==> config.mk <==
export PLATFORM = sky130hd
export DESIGN_NAME = xy2_100_rx_flat
export DESIGN_NICKNAME = d
export VERILOG_FILES = /design/src/rtl/xy2_100_rx_pkg.sv /design/src/rtl/xy2_100_rx_if.sv /design/src/rtl/xy2_100_rx_sync_edge.sv /design/src/rtl/xy2_100_rx.sv /design/src/flat_wrapper.sv
export SDC_FILE = /design/constraint.sdc
export NUM_CORES = 1
export LEC_CHECK = 0
export BUFFER_PORTS_ARGS = -buffer_cell sky130_fd_sc_hd__buf_4
export CELL_PAD_IN_SITES_DETAIL_PLACEMENT = 0
export CELL_PAD_IN_SITES_GLOBAL_PLACEMENT = 2
export CORE_MARGIN = 2
export CORE_UTILIZATION = 40
export CTS_CLUSTER_DIAMETER = 30
export DETAILED_ROUTE_END_ITERATION = 8
export GPL_TIMING_DRIVEN = 0
export PLACE_DENSITY_LB_ADDON = 0.15
export SYNTH_ARGS = -nofsm -noshare
export SYNTH_HDL_FRONTEND = slang
export SYNTH_SLANG_ARGS = --single-unit
export TNS_END_PERCENT = 1
==> constraint.sdc <==
create_clock -name sys_clk -period 4.3 [get_ports sys_clk]
set_clock_uncertainty 0.2 [all_clocks]
set_input_delay 0 -clock sys_clk [delete_from_list [all_inputs] [get_ports sys_clk]]
set_output_delay 0 -clock sys_clk [all_outputs]
set_load 0.005 [all_outputs]
==> src/rtl/xy2_100_rx_pkg.sv <==
// xy2_pkg: shared XY2-100 frame constants and the receiver state type
package xy2_pkg;
  localparam int XY2_FRAME_BITS = 20;
  localparam logic [2:0] XY2_HDR_16 = 3'b001;
  localparam logic [15:0] XY2_POS_MID = 16'h8000;
  typedef enum logic {HUNT, RECV} state_t;
endpackage

==> src/rtl/xy2_100_rx_if.sv <==
// xy2_100_rx_if: XY2-100 serial link in (xy2_clk/sync/x/y) and position/status out (x_pos, y_pos, pos_valid, frame_err, link_ok, err_cnt)
interface xy2_100_rx_if;
  logic xy2_clk, xy2_sync, xy2_x, xy2_y;
  logic [15:0] x_pos, y_pos;
  logic pos_valid, frame_err, link_ok;
  logic [7:0] err_cnt;
  modport master(output xy2_clk, xy2_sync, xy2_x, xy2_y,
                 input x_pos, y_pos, pos_valid, frame_err, link_ok, err_cnt);
  modport slave(input xy2_clk, xy2_sync, xy2_x, xy2_y,
                output x_pos, y_pos, pos_valid, frame_err, link_ok, err_cnt);
endinterface

==> src/rtl/xy2_100_rx_sync_edge.sv <==
// xy2_sync_edge: 2-flop synchroniser of din (clk, rst_n) with registered rise/fall pulses
module xy2_sync_edge (
  input  logic clk,
  input  logic rst_n,
  input  logic din,
  output logic rise,
  output logic fall
);
  logic s1, s2, d;
  always_ff @(posedge clk or negedge rst_n)
    if (!rst_n) {s1, s2, d, rise, fall} <= '0;
    else begin
      s1 <= din;
      s2 <= s1;
      d <= s2;
      rise <= s2 & ~d;
      fall <= d & ~s2;
    end
endmodule

==> src/rtl/xy2_100_rx.sv <==
// xy2_100_rx: XY2-100 receiver (sys_clk, rst_n, bus slave) delivering checked X/Y positions with link-loss watchdog
module xy2_100_rx
  import xy2_pkg::*;
#(
  parameter int TIMEOUT_CYC = 500,
  parameter logic [15:0] POS_RESET = XY2_POS_MID
) (
  input logic sys_clk,
  input logic rst_n,
  xy2_100_rx_if.slave bus
);
  localparam int TW = $clog2(TIMEOUT_CYC + 1);
  localparam logic [4:0] LAST = 5'(XY2_FRAME_BITS - 1);
  state_t state, state_n;
  logic clk_rise, clk_fall, edge_seen, timeout, accept, reject, ovf, ovf_n;
  logic [2:0] ds1, ds2;
  logic [4:0] bit_cnt, bit_cnt_n;
  logic [18:0] sr_x, sr_y, sr_x_n, sr_y_n;
  logic [19:0] fx, fy;
  logic [TW-1:0] tcnt;
  xy2_sync_edge u_clk (.clk(sys_clk), .rst_n, .din(bus.xy2_clk), .rise(clk_rise), .fall(clk_fall));
  assign edge_seen = clk_rise | clk_fall;
  // tcnt rests saturated after reset so the watchdog only arms once the link has been seen
  assign timeout = !edge_seen && tcnt == TW'(TIMEOUT_CYC - 1);
  // ds2 = {sync, x, y}; the bit on the line now is the parity bit when sync is low
  assign fx = {sr_x, ds2[1]};
  assign fy = {sr_y, ds2[0]};
  always_comb begin
    state_n = state;
    bit_cnt_n = bit_cnt;
    ovf_n = ovf;
    sr_x_n = sr_x;
    sr_y_n = sr_y;
    accept = 1'b0;
    reject = 1'b0;
    if (timeout) state_n = HUNT;
    else if (clk_fall) begin
      if (state == HUNT) begin
        if (!ds2[2]) begin
          state_n = RECV;
          bit_cnt_n = '0;
          ovf_n = 1'b0;
        end
      end else if (ds2[2]) begin
        sr_x_n = {sr_x[17:0], ds2[1]};
        sr_y_n = {sr_y[17:0], ds2[0]};
        bit_cnt_n = bit_cnt == LAST ? bit_cnt : bit_cnt + 5'd1;
        ovf_n = ovf | (bit_cnt == LAST);
      end else begin
        accept = bit_cnt == LAST && !ovf && fx[19:17] == XY2_HDR_16 && fy[19:17] == XY2_HDR_16
                 && !(^fx) && !(^fy);
        reject = !accept;
        bit_cnt_n = '0;
        ovf_n = 1'b0;
      end
    end
  end
  always_ff @(posedge sys_clk or negedge rst_n)
    if (!rst_n) begin
      state <= HUNT;
      bit_cnt <= '0;
      ovf <= 1'b0;
      sr_x <= '0;
      sr_y <= '0;
      ds1 <= '0;
      ds2 <= '0;
      tcnt <= TW'(TIMEOUT_CYC);
      bus.link_ok <= 1'b0;
      bus.x_pos <= POS_RESET;
      bus.y_pos <= POS_RESET;
      bus.pos_valid <= 1'b0;
      bus.frame_err <= 1'b0;
      bus.err_cnt <= '0;
    end else begin
      ds1 <= {bus.xy2_sync, bus.xy2_x, bus.xy2_y};
      ds2 <= ds1;
      state <= state_n;
      bit_cnt <= bit_cnt_n;
      ovf <= ovf_n;
      sr_x <= sr_x_n;
      sr_y <= sr_y_n;
      tcnt <= edge_seen ? '0 : tcnt == TW'(TIMEOUT_CYC) ? tcnt : tcnt + TW'(1);
      bus.link_ok <= edge_seen | (bus.link_ok & !timeout);
      bus.pos_valid <= accept | timeout;
      bus.frame_err <= reject;
      if (timeout) begin
        bus.x_pos <= POS_RESET;
        bus.y_pos <= POS_RESET;
      end else if (accept) begin
        bus.x_pos <= fx[16:1];
        bus.y_pos <= fy[16:1];
      end
      if (reject && bus.err_cnt != 8'hFF) bus.err_cnt <= bus.err_cnt + 8'd1;
    end
endmodule
==> src/flat_wrapper.sv <==
// flat-port wrapper written by rule: the top's interface ports become plain ports
module xy2_100_rx_flat import xy2_pkg::*;
#(
  parameter int TIMEOUT_CYC = 500,
  parameter logic [15:0] POS_RESET = XY2_POS_MID
)
  (sys_clk, rst_n, bus_xy2_clk, bus_xy2_sync, bus_xy2_x, bus_xy2_y, bus_x_pos, bus_y_pos, bus_pos_valid, bus_frame_err, bus_link_ok, bus_err_cnt);
  xy2_100_rx_if bus_i ();
  input logic sys_clk;
  input logic rst_n;
  input wire logic [$bits(bus_i.xy2_clk)-1:0] bus_xy2_clk;
  input wire logic [$bits(bus_i.xy2_sync)-1:0] bus_xy2_sync;
  input wire logic [$bits(bus_i.xy2_x)-1:0] bus_xy2_x;
  input wire logic [$bits(bus_i.xy2_y)-1:0] bus_xy2_y;
  output wire logic [$bits(bus_i.x_pos)-1:0] bus_x_pos;
  output wire logic [$bits(bus_i.y_pos)-1:0] bus_y_pos;
  output wire logic [$bits(bus_i.pos_valid)-1:0] bus_pos_valid;
  output wire logic [$bits(bus_i.frame_err)-1:0] bus_frame_err;
  output wire logic [$bits(bus_i.link_ok)-1:0] bus_link_ok;
  output wire logic [$bits(bus_i.err_cnt)-1:0] bus_err_cnt;
  assign bus_i.xy2_clk = bus_xy2_clk;
  assign bus_i.xy2_sync = bus_xy2_sync;
  assign bus_i.xy2_x = bus_xy2_x;
  assign bus_i.xy2_y = bus_xy2_y;
  assign bus_x_pos = bus_i.x_pos;
  assign bus_y_pos = bus_i.y_pos;
  assign bus_pos_valid = bus_i.pos_valid;
  assign bus_frame_err = bus_i.frame_err;
  assign bus_link_ok = bus_i.link_ok;
  assign bus_err_cnt = bus_i.err_cnt;
  xy2_100_rx #(.TIMEOUT_CYC(TIMEOUT_CYC), .POS_RESET(POS_RESET)) u_core (.sys_clk(sys_clk), .rst_n(rst_n), .bus(bus_i));
endmodule
==> results of run 1 <==
-- synth_stat cells, types with 2 or more instances --
library cell | count | area share [%]
nand2_1 | 63 | 4.9
dfrtp_1 | 100 | 52
buf_12 | 4 | 1.7
clkbuf_1 | 12 | 0.94
a21oi_1 | 3 | 0.31
dfstp_2 | 8 | 4.4
ha_1 | 4 | 1.0
nor2b_1 | 3 | 0.39
or2_2 | 2 | 0.26
and3_1 | 7 | 0.91
o21ai_0 | 26 | 2.7
nand2b_1 | 4 | 0.52
and2_1 | 2 | 0.26
nor3_1 | 4 | 0.42
nand3_1 | 14 | 1.5
mux2i_1 | 31 | 6.5
xnor2_1 | 33 | 6.0
mux2_2 | 22 | 5.2
nor2_1 | 23 | 1.8
xor2_1 | 14 | 2.6
or3_1 | 2 | 0.26
inv_1 | 36 | 2.8
-- state kept, by name, indices dropped and copies added (netlist names), 3 cells and up --
signal / count
u_core.bit_cnt: 5
u_core.bus.err_cnt: 8
u_core.bus.x_pos: 16
u_core.bus.y_pos: 16
u_core.ds1: 3
u_core.ds2: 3
u_core.sr_x: 19
u_core.sr_y: 19
u_core.tcnt: 9
-- worst max-delay path: stages (launching register included) --
cell     delay (ns)
dfrtp_1        0.41
xnor2_1        0.23
xnor2_1        0.16
xnor3_2        0.44
xnor2_1        0.22
and3_1         0.23
buf_6          0.14
and2_4         0.15
buf_12         0.13
buf_12         0.14
mux2i_1        0.20
-- stage by stage --
stage                     hold WS (ns)  std cells  setup WS [ns]  power (mW)
after CTS                       0.0938        644           1.55        2.53
after floorplan                 -0.496        428           1.90        1.55
after global routing             0.105        646           1.44        2.64
after global placement         -0.0907        623           1.57        1.67
after detailed placement       -0.0891        623           1.59        1.68
final                            0.111        646           1.56        2.50
-- worst max path at each step --
stage / from / to / slack [ns] / cells after the start
after global routing: u_core.sr_x[7]$_DFFE_PN0P_ / u_core.bus.x_pos[4]$_DFFE_PN0P_ / 1.44 / 10
final: u_core.sr_x[7]$_DFFE_PN0P_ / u_core.bus.x_pos[4]$_DFFE_PN0P_ / 1.56 / 10
after CTS: u_core.sr_x[7]$_DFFE_PN0P_ / u_core.bus.x_pos[4]$_DFFE_PN0P_ / 1.55 / 10
after detailed placement: u_core.sr_x[7]$_DFFE_PN0P_ / u_core.bus.x_pos[4]$_DFFE_PN0P_ / 1.59 / 10
after global placement: u_core.sr_x[7]$_DFFE_PN0P_ / u_core.bus.y_pos[6]$_DFFE_PN0P_ / 1.57 / 10
after floorplan: u_core.sr_x[7]$_DFFE_PN0P_ / u_core.bus.pos_valid$_DFF_PN0_ / 1.90 / 9
-- cell type report --
type	count	area, µm²	share of cell area [%]
Buffer	17	136	2.38
Clock buffer	12	256	4.47
Clock inverter	4	47.5	0.828
Inverter	36	135	2.35
Multi-Input combinational cell	267	1820	31.7
Sequential cell	108	2710	47.2
Tap cell	147	184	3.20
Timing Repair Buffer	55	452	7.87
-- cells in the final DEF, fill, tap and decap left out, drive strengths merged, types with 6 or more instances in the layout --
cell           n
dlygate4sd3    6
o21ai         26
and3           7
xnor2         33
xor2          14
nand2         63
mux2i         31
mux2          23
dfrtp        100
clkbuf        24
buf           54
nand3         14
nor2          23
inv           36
dfstp          8
-- cells by family (layout without fill, tap and decap cells) --
kind of cell	after synthesis	after routing	synth area share, %
simple gates	130	130	12.2
flops	108	108	56.5
mux	54	54	11.9
buf+inv	53	124	5.65
xor+xnor	49	49	9.54
compound gates	30	30	3.15
fa+ha+maj	4	4	1.04
-- per-layer routing --
metal,up-vias,routed length (µm),global-route usage [%]
li1,1510,-,-
met3,12,210,2.07
met1,1458,4260,21.0
met2,42,3970,21.3
met5,-,0,0
met4,0,174,6.59
-- where the power goes --
part           internal, mW  switching (mW)  total (mW)
combinational         0.280           0.188       0.468
clock                 0.482           0.353       0.835
sequential             1.10          0.0914        1.19
-- repair_timing --
item / in CTS / in global routing
endpoints found under the setup margin: 0 / 0
hold buffers: 5 / 1
hold endpoints to repair: 104 / 38
==> flow_metrics.py, run 1 <==
metrics = {
    "global_routing": {
        "antenna_found_initial": 0,
        "grt_pass1_vias": 3014,
        "grt_usage_pct": 14.4,
        "grt.overflow.total": 0,
        "grt_pass1_wl_um": 14700,
        "grt_max_degree": 109,
    },
    "clock_network": {
        "clock_latency_ns": 0.34,
        "cts_made_buffers": 9,
        "clock_path_buffers": 2,
        "htree_levels": 3,
        "cts-root-buf": "clkbuf_16",
        "postCtsSetupBuffers": 0,
        "clock_sinks": 108,
        "ctsResizeCount": 0,
        "cts_tree": "done",
        "clk_pin_slew_ns": 0.07,
    },
    "detailed_routing": {
        "routedWlPerCell_um": 13.3,
        "vias_per_cell": 4.68,
        "firstDrtPassIters": 4,
        "vias": 3022,
        "ant_nets": 0,
        "drt_wl_total_um": 8610,
        "post-route-drc-count": 0,
        "drt_iter0_markers": 114,
    },
    "sta": {
        "fin_crit_ns": 2.74,
        "fin_crit_sh_pct": 63.7,
        "fin_tns_setup_ns": 0,
        "setup_viol": 0,
        "worstMarginPinSlew_ns": 0.562,
        "rsz0062_at_grt": "no",
        "fmax_mhz": 365,
        "drv_slew": 0,
        "maxSlewHeadroom_pct": 62.6,
        "finalHoldViolations": 0,
    },
    "die": {
        "fp.dieW_um": 114,
        "core_um2": 11900,
        "die_area_um2": 12900,
        "io_pins": 49,
        "initial_core_util_pct": 40.5,
        "num_rows": 40,
        "fp.dieH_um": 114,
    },
    "min_path": {
        "hp-class": "in -> reg",
        "holdPathStages": 2,
        "min-delay-start": "bus_xy2_y",
        "min_to": "u_core.ds1[0]$_DFF_PN0_",
    },
    "logic_synthesis": {
        "synth_flop_cell": "dfrtp_1",
        "avgSynthCellArea_um2": 11.2,
        "synth-seq-cells": 108,
        "ys_types": 33,
        "synth_cells": 428,
        "async_flop_share_pct": 100,
        "synth_edf_count": 0,
        "synth.cell_area_um2": 4800,
        "ys_warn_count": 0,
        "syn-num-nets": 438,
        "yosysSeqAreaShare_pct": 56.5,
    },
    "place": {
        "place_area_um2": 5350,
        "dp_hpwl_um": 5750,
        "io_buffers": 48,
        "routabilityCongestion": 0.733,
    },
    "critical_path": {
        "cp_data_arrival_time_ns": 2.80,
        "rr_endpoint": "u_core.bus.x_pos[4]$_DFFE_PN0P_",
        "reg2reg_from": "u_core.sr_x[7]$_DFFE_PN0P_",
        "r2r_cells": 10,
        "cp_max_fo": 10,
        "end_kind": "flip-flop",
        "cp.required_ns": 4.36,
        "timing.reg2reg.setup_slack_ns": 1.56,
        "startpoint_type": "flip-flop",
        "critical_path_class": "reg -> reg",
    },
    "run": {
        "maxCapViolCount": 0,
    },
    "power": {
        "ir_drop_mv": 0.208,
        "power.leakage_nw": 2.63,
        "power.density_nw_per_um2": 435,
    },
    "layout": {
        "fin_nets": 504,
        "finalInstanceArea_um2": 5740,
        "drive_gt1_share_pct": 21.0,
        "diodes": 0,
        "fin_util_pct": 48.4,
        "nFillCells": 1118,
        "area_delta_synth_final_pct": 19.6,
    },
    "outcome": {
        "status": "complete, no violations",
    },
}
Note: power is estimated with default switching activity, not from simulation.
==> inputs of run 2 (changes only) <==
- CORE_UTILIZATION: 40 -> 39
- clock period: 4.3 -> 2.8 ns (I/O delays scaled with it)
==> run 2 against run 1 <==
Via count shrank 0.46%. Count of clock-buffer cells in the layout is the same. Wire length grew 1.3%. Sequential cell count is the same. Die area grew 2.5%. Clock power grew 76%. Worst hold slack lost 0.0046 ns.
==> flow_metrics.py, run 2 (synthesis gave the netlist of run 1 again) <==
metrics = {
    "critical_path": {
        "cp_data_arrival_time_ns": 2.74,
        "reg2reg_from": "u_core.sr_x[15]$_DFFE_PN0P_",
        "cp_max_fo": 10,
        "r2r_cells": 10,
        "critical_path_class": "reg -> reg",
        "startpoint_type": "flip-flop",
        "rr_endpoint": "u_core.bus.y_pos[11]$_DFFE_PN0P_",
        "end_kind": "flip-flop",
        "timing.reg2reg.setup_slack_ns": 0.13,
        "cp.required_ns": 2.87,
    },
    "sta": {
        "maxSlewHeadroom_pct": 61.3,
        "rsz0062_at_grt": "no",
        "fin_ws_ns": 0.131,
        "fin_tns_setup_ns": 0,
        "finalHoldViolations": 0,
        "fin_crit_ns": 2.67,
        "fin_crit_sh_pct": 95.3,
        "worstMarginPinSlew_ns": 0.581,
        "whs_ns": 0.106,
        "setup_viol": 0,
        "drv_slew": 0,
        "fmax_mhz": 375,
    },
    "global_routing": {
        "grt_usage_pct": 14.5,
        "grt_pass1_vias": 3017,
        "met2_usage_pct": 21.7,
        "grt_util_met3_pct": 2.90,
        "grt_max_degree": 109,
        "grt_pass1_wl_um": 14900,
        "grt-busiest-layer": "met2",
        "grt.overflow.total": 0,
        "antenna_found_initial": 0,
        "grt_util_met1_pct": 20.4,
    },
    "power": {
        "power.leakage_nw": 2.66,
        "power.density_nw_per_um2": 701,
        "ir_drop_mv": 0.413,
        "totalPowerFinal_mw": 4.08,
    },
    "place": {
        "io_buffers": 48,
        "place_area_um2": 5350,
        "routabilityCongestion": 0.767,
        "dpl_worst_slack_ns": 0.0559,
        "dp_hpwl_um": 5820,
    },
    "die": {
        "fp.dieW_um": 115,
        "initial_core_util_pct": 40.0,
        "num_rows": 40,
        "fp.dieH_um": 115,
        "die_area_um2": 13200,
        "io_pins": 49,
        "core_um2": 12000,
    },
    "layout": {
        "finalInstanceArea_um2": 5820,
        "reg_top3": "u_core.sr_x (19), u_core.sr_y (19)",
        "layout_commonest_cell": "dfrtp_1",
        "diodes": 0,
        "fin_nets": 505,
        "layout_common_cells": "100 x dfrtp_1, 63 x nand2_1, 48 x buf_4, 36 x inv_1, 31 x mux2i_1",
        "area_delta_synth_final_pct": 21.2,
        "drive_gt1_share_pct": 21.8,
    },
    "clock_network": {
        "htree_levels": 3,
        "cts_tree": "done",
        "clk_pin_slew_ns": 0.07,
        "clock_latency_ns": 0.35,
        "cts-root-buf": "clkbuf_16",
        "clock_path_buffers": 2,
        "cts_made_buffers": 9,
        "clock_sinks": 108,
    },
    "min_path": {
        "holdPathStages": 2,
        "min_to": "u_core.ds1[0]$_DFF_PN0_",
        "hp-class": "in -> reg",
        "min-delay-start": "bus_xy2_y",
    },
    "detailed_routing": {
        "vias": 3008,
        "ant_nets": 0,
        "drt_iter0_markers": 104,
        "firstDrtPassIters": 5,
        "vias_per_cell": 4.65,
        "drt_wl_total_um": 8730,
        "post-route-drc-count": 0,
        "routedWlPerCell_um": 13.5,
    },
    "outcome": {
        "status": "complete, no violations",
    },
    "run": {
        "maxCapViolCount": 0,
    },
}
## run 2: cell types whose count changed in the layout (fill, tap and decap cells not counted)
cell        previous run  this run
xnor2_1               33        30
xnor2_2                0         3
bufinv_16              1         3
buf_4                 47        48
clkinv_2               2         1
clkinvlp_4             1         0
## run 2: how the worst max path moves through the flow
stage | slack [ns] | start | to | cells after the start
floorplan | 0.40 | u_core.sr_x[7]$_DFFE_PN0P_ | u_core.bus.pos_valid$_DFF_PN0_ | 9
global placement | 0.07 | u_core.sr_x[7]$_DFFE_PN0P_ | u_core.bus.x_pos[12]$_DFFE_PN0P_ | 10
detailed placement | 0.06 | u_core.sr_x[7]$_DFFE_PN0P_ | u_core.bus.y_pos[11]$_DFFE_PN0P_ | 10
CTS | 0.01 | u_core.sr_x[7]$_DFFE_PN0P_ | u_core.bus.y_pos[11]$_DFFE_PN0P_ | 10
global route | 0.005 | u_core.sr_y[7]$_DFFE_PN0P_ | u_core.bus.y_pos[11]$_DFFE_PN0P_ | 10
finish | 0.13 | u_core.sr_x[15]$_DFFE_PN0P_ | u_core.bus.y_pos[11]$_DFFE_PN0P_ | 10
## run 2: area by class of cell
class | instances | area (µm²)
Tap cell | 147 | 184
Buffer | 17 | 136
Multi-Input combinational cell | 267 | 1840
Fill cell | 1136 | 6190
Clock inverter | 4 | 95.1
Timing Repair Buffer | 56 | 459
Sequential cell | 108 | 2710
Inverter | 36 | 135
Clock buffer | 12 | 256
## run 2: through the flow
step                      cells  util (%)
final                       647      48.4
after global routing        647      48.4
after global placement      623      44.5
after CTS                   644      47.9
after detailed placement    623      44.5
after floorplan             428         -
## run 2: layer usage
layer,part of all wire [%],vias to the layer above
met1,50,1443
li1,-,1514
met5,0,-
met3,2.7,12
met2,45,39
met4,2.0,0
## run 2: repair_timing
item / 4_1_cts / 5_1_grt
buffers inserted: 0 / 1
setup endpoints to repair: 0 / 32
hold endpoints to repair: 104 / 21
hold buffers: 5 / 1
resized for setup: 0 / 3
## run 2: worst max-delay path: stages, from the launching register on
cell	delay, ns
dfrtp_1	0.44
xnor2_2	0.15
xnor2_1	0.17
xnor3_2	0.46
xnor2_2	0.17
and3_1	0.22
buf_6	0.14
and2_4	0.15
buf_12	0.13
buf_12	0.15
mux2i_1	0.20
## run 2: power breakdown
group          total [mW]  switching (mW)  internal [mW]  leakage (nW)
clock network        1.47           0.551          0.922         0.173
registers            1.84           0.146           1.69          1.42
logic               0.765           0.303          0.462          1.07
==> inputs of run 3 (changes only) <==
==> constraint.sdc (replaced) <==
create_clock -name sys_clk -period 2.8 [get_ports sys_clk]
set_clock_uncertainty 0.2 [all_clocks]
set_input_delay 0.7 -clock sys_clk [delete_from_list [all_inputs] [get_ports sys_clk]]
set_output_delay 0.7 -clock sys_clk [all_outputs]
set_load 0.005 [all_outputs]
==> run 3 against run 2 <==
Global-route usage is the same. Final cell count shrank 0.93%. Cell area shrank 1.0%. Count of clock-buffer cells in the layout is the same. Combinational power shrank 0.8%.
==> flow_metrics.py, run 3 (synthesis gave the netlist of run 1 again) <==
metrics = {
    "outcome": {
        "status": "complete, no violations",
    },
    "place": {
        "dp_hpwl_um": 5820,
        "place_area_um2": 5350,
        "dp.cells": 623,
        "dpl_worst_slack_ns": 0.0559,
        "routabilityCongestion": 0.767,
        "io_buffers": 48,
    },
    "power": {
        "power.leakage_nw": 2.64,
        "power.density_nw_per_um2": 706,
        "ir_drop_mv": 0.413,
    },
    "sta": {
        "fin_tns_setup_ns": 0,
        "worstMarginPinSlew_ns": 0.577,
        "fin_ws_ns": 0.133,
        "fmax_mhz": 375,
        "setup_viol": 0,
        "rsz0062_at_grt": "no",
        "maxSlewHeadroom_pct": 61.5,
        "fin_crit_sh_pct": 95.2,
        "finalHoldViolations": 0,
        "drv_slew": 0,
        "fin_crit_ns": 2.67,
    },
    "clock_network": {
        "clock_latency_ns": 0.35,
        "clock_sinks": 108,
        "htree_levels": 3,
        "cts-root-buf": "clkbuf_16",
        "cts_tree": "done",
        "clock_path_buffers": 2,
        "cts_made_buffers": 9,
        "hold_buffers": 0,
        "clk_pin_slew_ns": 0.07,
    },
    "critical_path": {
        "cp_data_arrival_time_ns": 2.73,
        "reg2reg_from": "u_core.sr_x[4]$_DFFE_PN0P_",
        "worstPathCellList": "xnor2_2 > xnor2_1 > xnor3_2 > xnor2_2 > and3_1 > buf_6 > and2_4 > buf_12 > buf_12 > mux2i_1",
        "end_kind": "flip-flop",
        "startpoint": "u_core.sr_x[4]$_DFFE_PN0P_",
        "rr_endpoint": "u_core.bus.y_pos[11]$_DFFE_PN0P_",
        "critical-path-slowest-cell": "xnor3_2",
        "cp-endpoint": "u_core.bus.y_pos[11]$_DFFE_PN0P_",
        "r2r_cells": 10,
        "cp.required_ns": 2.87,
        "max_stage_delay_ns": 0.46,
        "startpoint_type": "flip-flop",
        "critical_path_class": "reg -> reg",
        "timing.reg2reg.setup_slack_ns": 0.13,
        "cp_max_fo": 10,
    },
    "global_routing": {
        "grt_max_degree": 109,
        "grt_usage_pct": 14.5,
        "grt.overflow.total": 0,
        "antenna_found_initial": 0,
        "grt_pass1_wl_um": 14900,
        "grt_pass1_vias": 3014,
    },
    "detailed_routing": {
        "vias": 2993,
        "ant_nets": 0,
        "drt_iter0_markers": 108,
        "post-route-drc-count": 0,
        "drt_wl_total_um": 8720,
        "firstDrtPassIters": 4,
        "routedWlPerCell_um": 13.6,
        "vias_per_cell": 4.67,
    },
    "layout": {
        "multiInputGateArea_um2": 1840,
        "finalInstanceArea_um2": 5760,
        "layout_common_cells": "100 x dfrtp_1, 63 x nand2_1, 48 x buf_4, 36 x inv_1, 31 x mux2i_1",
        "reg_top3": "u_core.sr_x (19), u_core.sr_y (19)",
        "drive_gt1_share_pct": 22.1,
        "area_delta_synth_final_pct": 19.9,
        "fin_util_pct": 47.9,
        "diodes": 0,
        "layout_commonest_cell": "dfrtp_1",
        "final_cells": 641,
        "fin_nets": 499,
        "ff_latch_area_um2": 2710,
        "nFillCells": 1137,
    },
    "die": {
        "initial_core_util_pct": 40.0,
        "num_rows": 40,
        "fp.dieH_um": 115,
        "die_area_um2": 13200,
        "core_um2": 12000,
        "fp.dieW_um": 115,
        "io_pins": 49,
    },
    "run": {
        "maxCapViolCount": 0,
    },
    "min_path": {
        "hp-class": "in -> async",
    },
}
-- run 3: changes by cell type in the layout (fill, tap and decap cells not counted) --
cell	change
dlygate4sd3_1	-6
-- run 3: metrics by stage --
| step | hold WS, ns | power [mW] |
|---|---|---|
| floorplan | 0.131 | 2.38 |
| CTS | 0.149 | 4.08 |
| detailed placement | 0.136 | 2.58 |
| finish | 0.0119 | 4.07 |
| global placement | 0.133 | 2.57 |
| global route | 0.0108 | 4.30 |
-- run 3: worst min path at each step --
| stage | depth (start not counted) | endpoint | startpoint | slack [ns] |
|---|---|---|---|---|
| 3_3_place_gp | 0 | u_core.ds2[2]$_DFF_PN0_ | u_core.ds1[2]$_DFF_PN0_ | 0.13 |
| 3_5_place_dp | 0 | u_core.u_clk.s2$_DFF_PN0_ | u_core.u_clk.s1$_DFF_PN0_ | 0.14 |
| 2_1_floorplan | 0 | u_core.ds2[0]$_DFF_PN0_ | u_core.ds1[0]$_DFF_PN0_ | 0.13 |
| 6_report | 1 | u_core.bus.link_ok$_DFF_PN0_ | rst_n | 0.01 |
| 5_1_grt | 1 | u_core.bus.link_ok$_DFF_PN0_ | rst_n | 0.01 |
| 4_1_cts | 0 | u_core.u_clk.s2$_DFF_PN0_ | u_core.u_clk.s1$_DFF_PN0_ | 0.15 |
-- run 3: cell type report --
| type | instances | share of cell area (%) |
|---|---|---|
| Buffer | 17 | 2.37 |
| Clock buffer | 12 | 4.45 |
| Clock inverter | 4 | 1.65 |
| Inverter | 36 | 2.35 |
| Multi-Input combinational cell | 267 | 32.0 |
| Sequential cell | 108 | 47.1 |
| Tap cell | 147 | 3.19 |
| Timing Repair Buffer | 50 | 6.93 |
-- run 3: worst max-delay path: cells and delay by family, from the launching register on --
| kind | cells | cell delay (ns) |
|---|---|---|
| buffers and inverters | 3 | 0.42 |
| flip-flops | 1 | 0.43 |
| AND/OR/NAND/NOR | 2 | 0.37 |
| XOR/XNOR | 4 | 0.96 |
| multiplexers | 1 | 0.20 |
-- run 3: power breakdown --
group	leakage (nW)	switching [mW]	total, mW	internal [mW]
logic	1.05	0.302	0.759	0.457
clock network	0.173	0.550	1.47	0.922
registers	1.42	0.146	1.84	1.69
-- run 3: per-layer routing --
metal,part of all wire (%),wire length [µm],track usage (%),up-vias
li1,-,-,-,1503
met1,50,4360,20.3,1437
met2,45,3930,21.8,41
met3,2.9,252,2.95,12
met4,2.0,176,6.75,0
met5,0,0,0,-
-- run 3: repair_timing --
| item | 4_1_cts | 5_1_grt |
|---|---|---|
| buffers inserted | 0 | 1 |
| gates resized for setup | 0 | 3 |
| endpoints found under the hold margin | 0 | 0 |
| setup endpoints to repair | 0 | 32 |
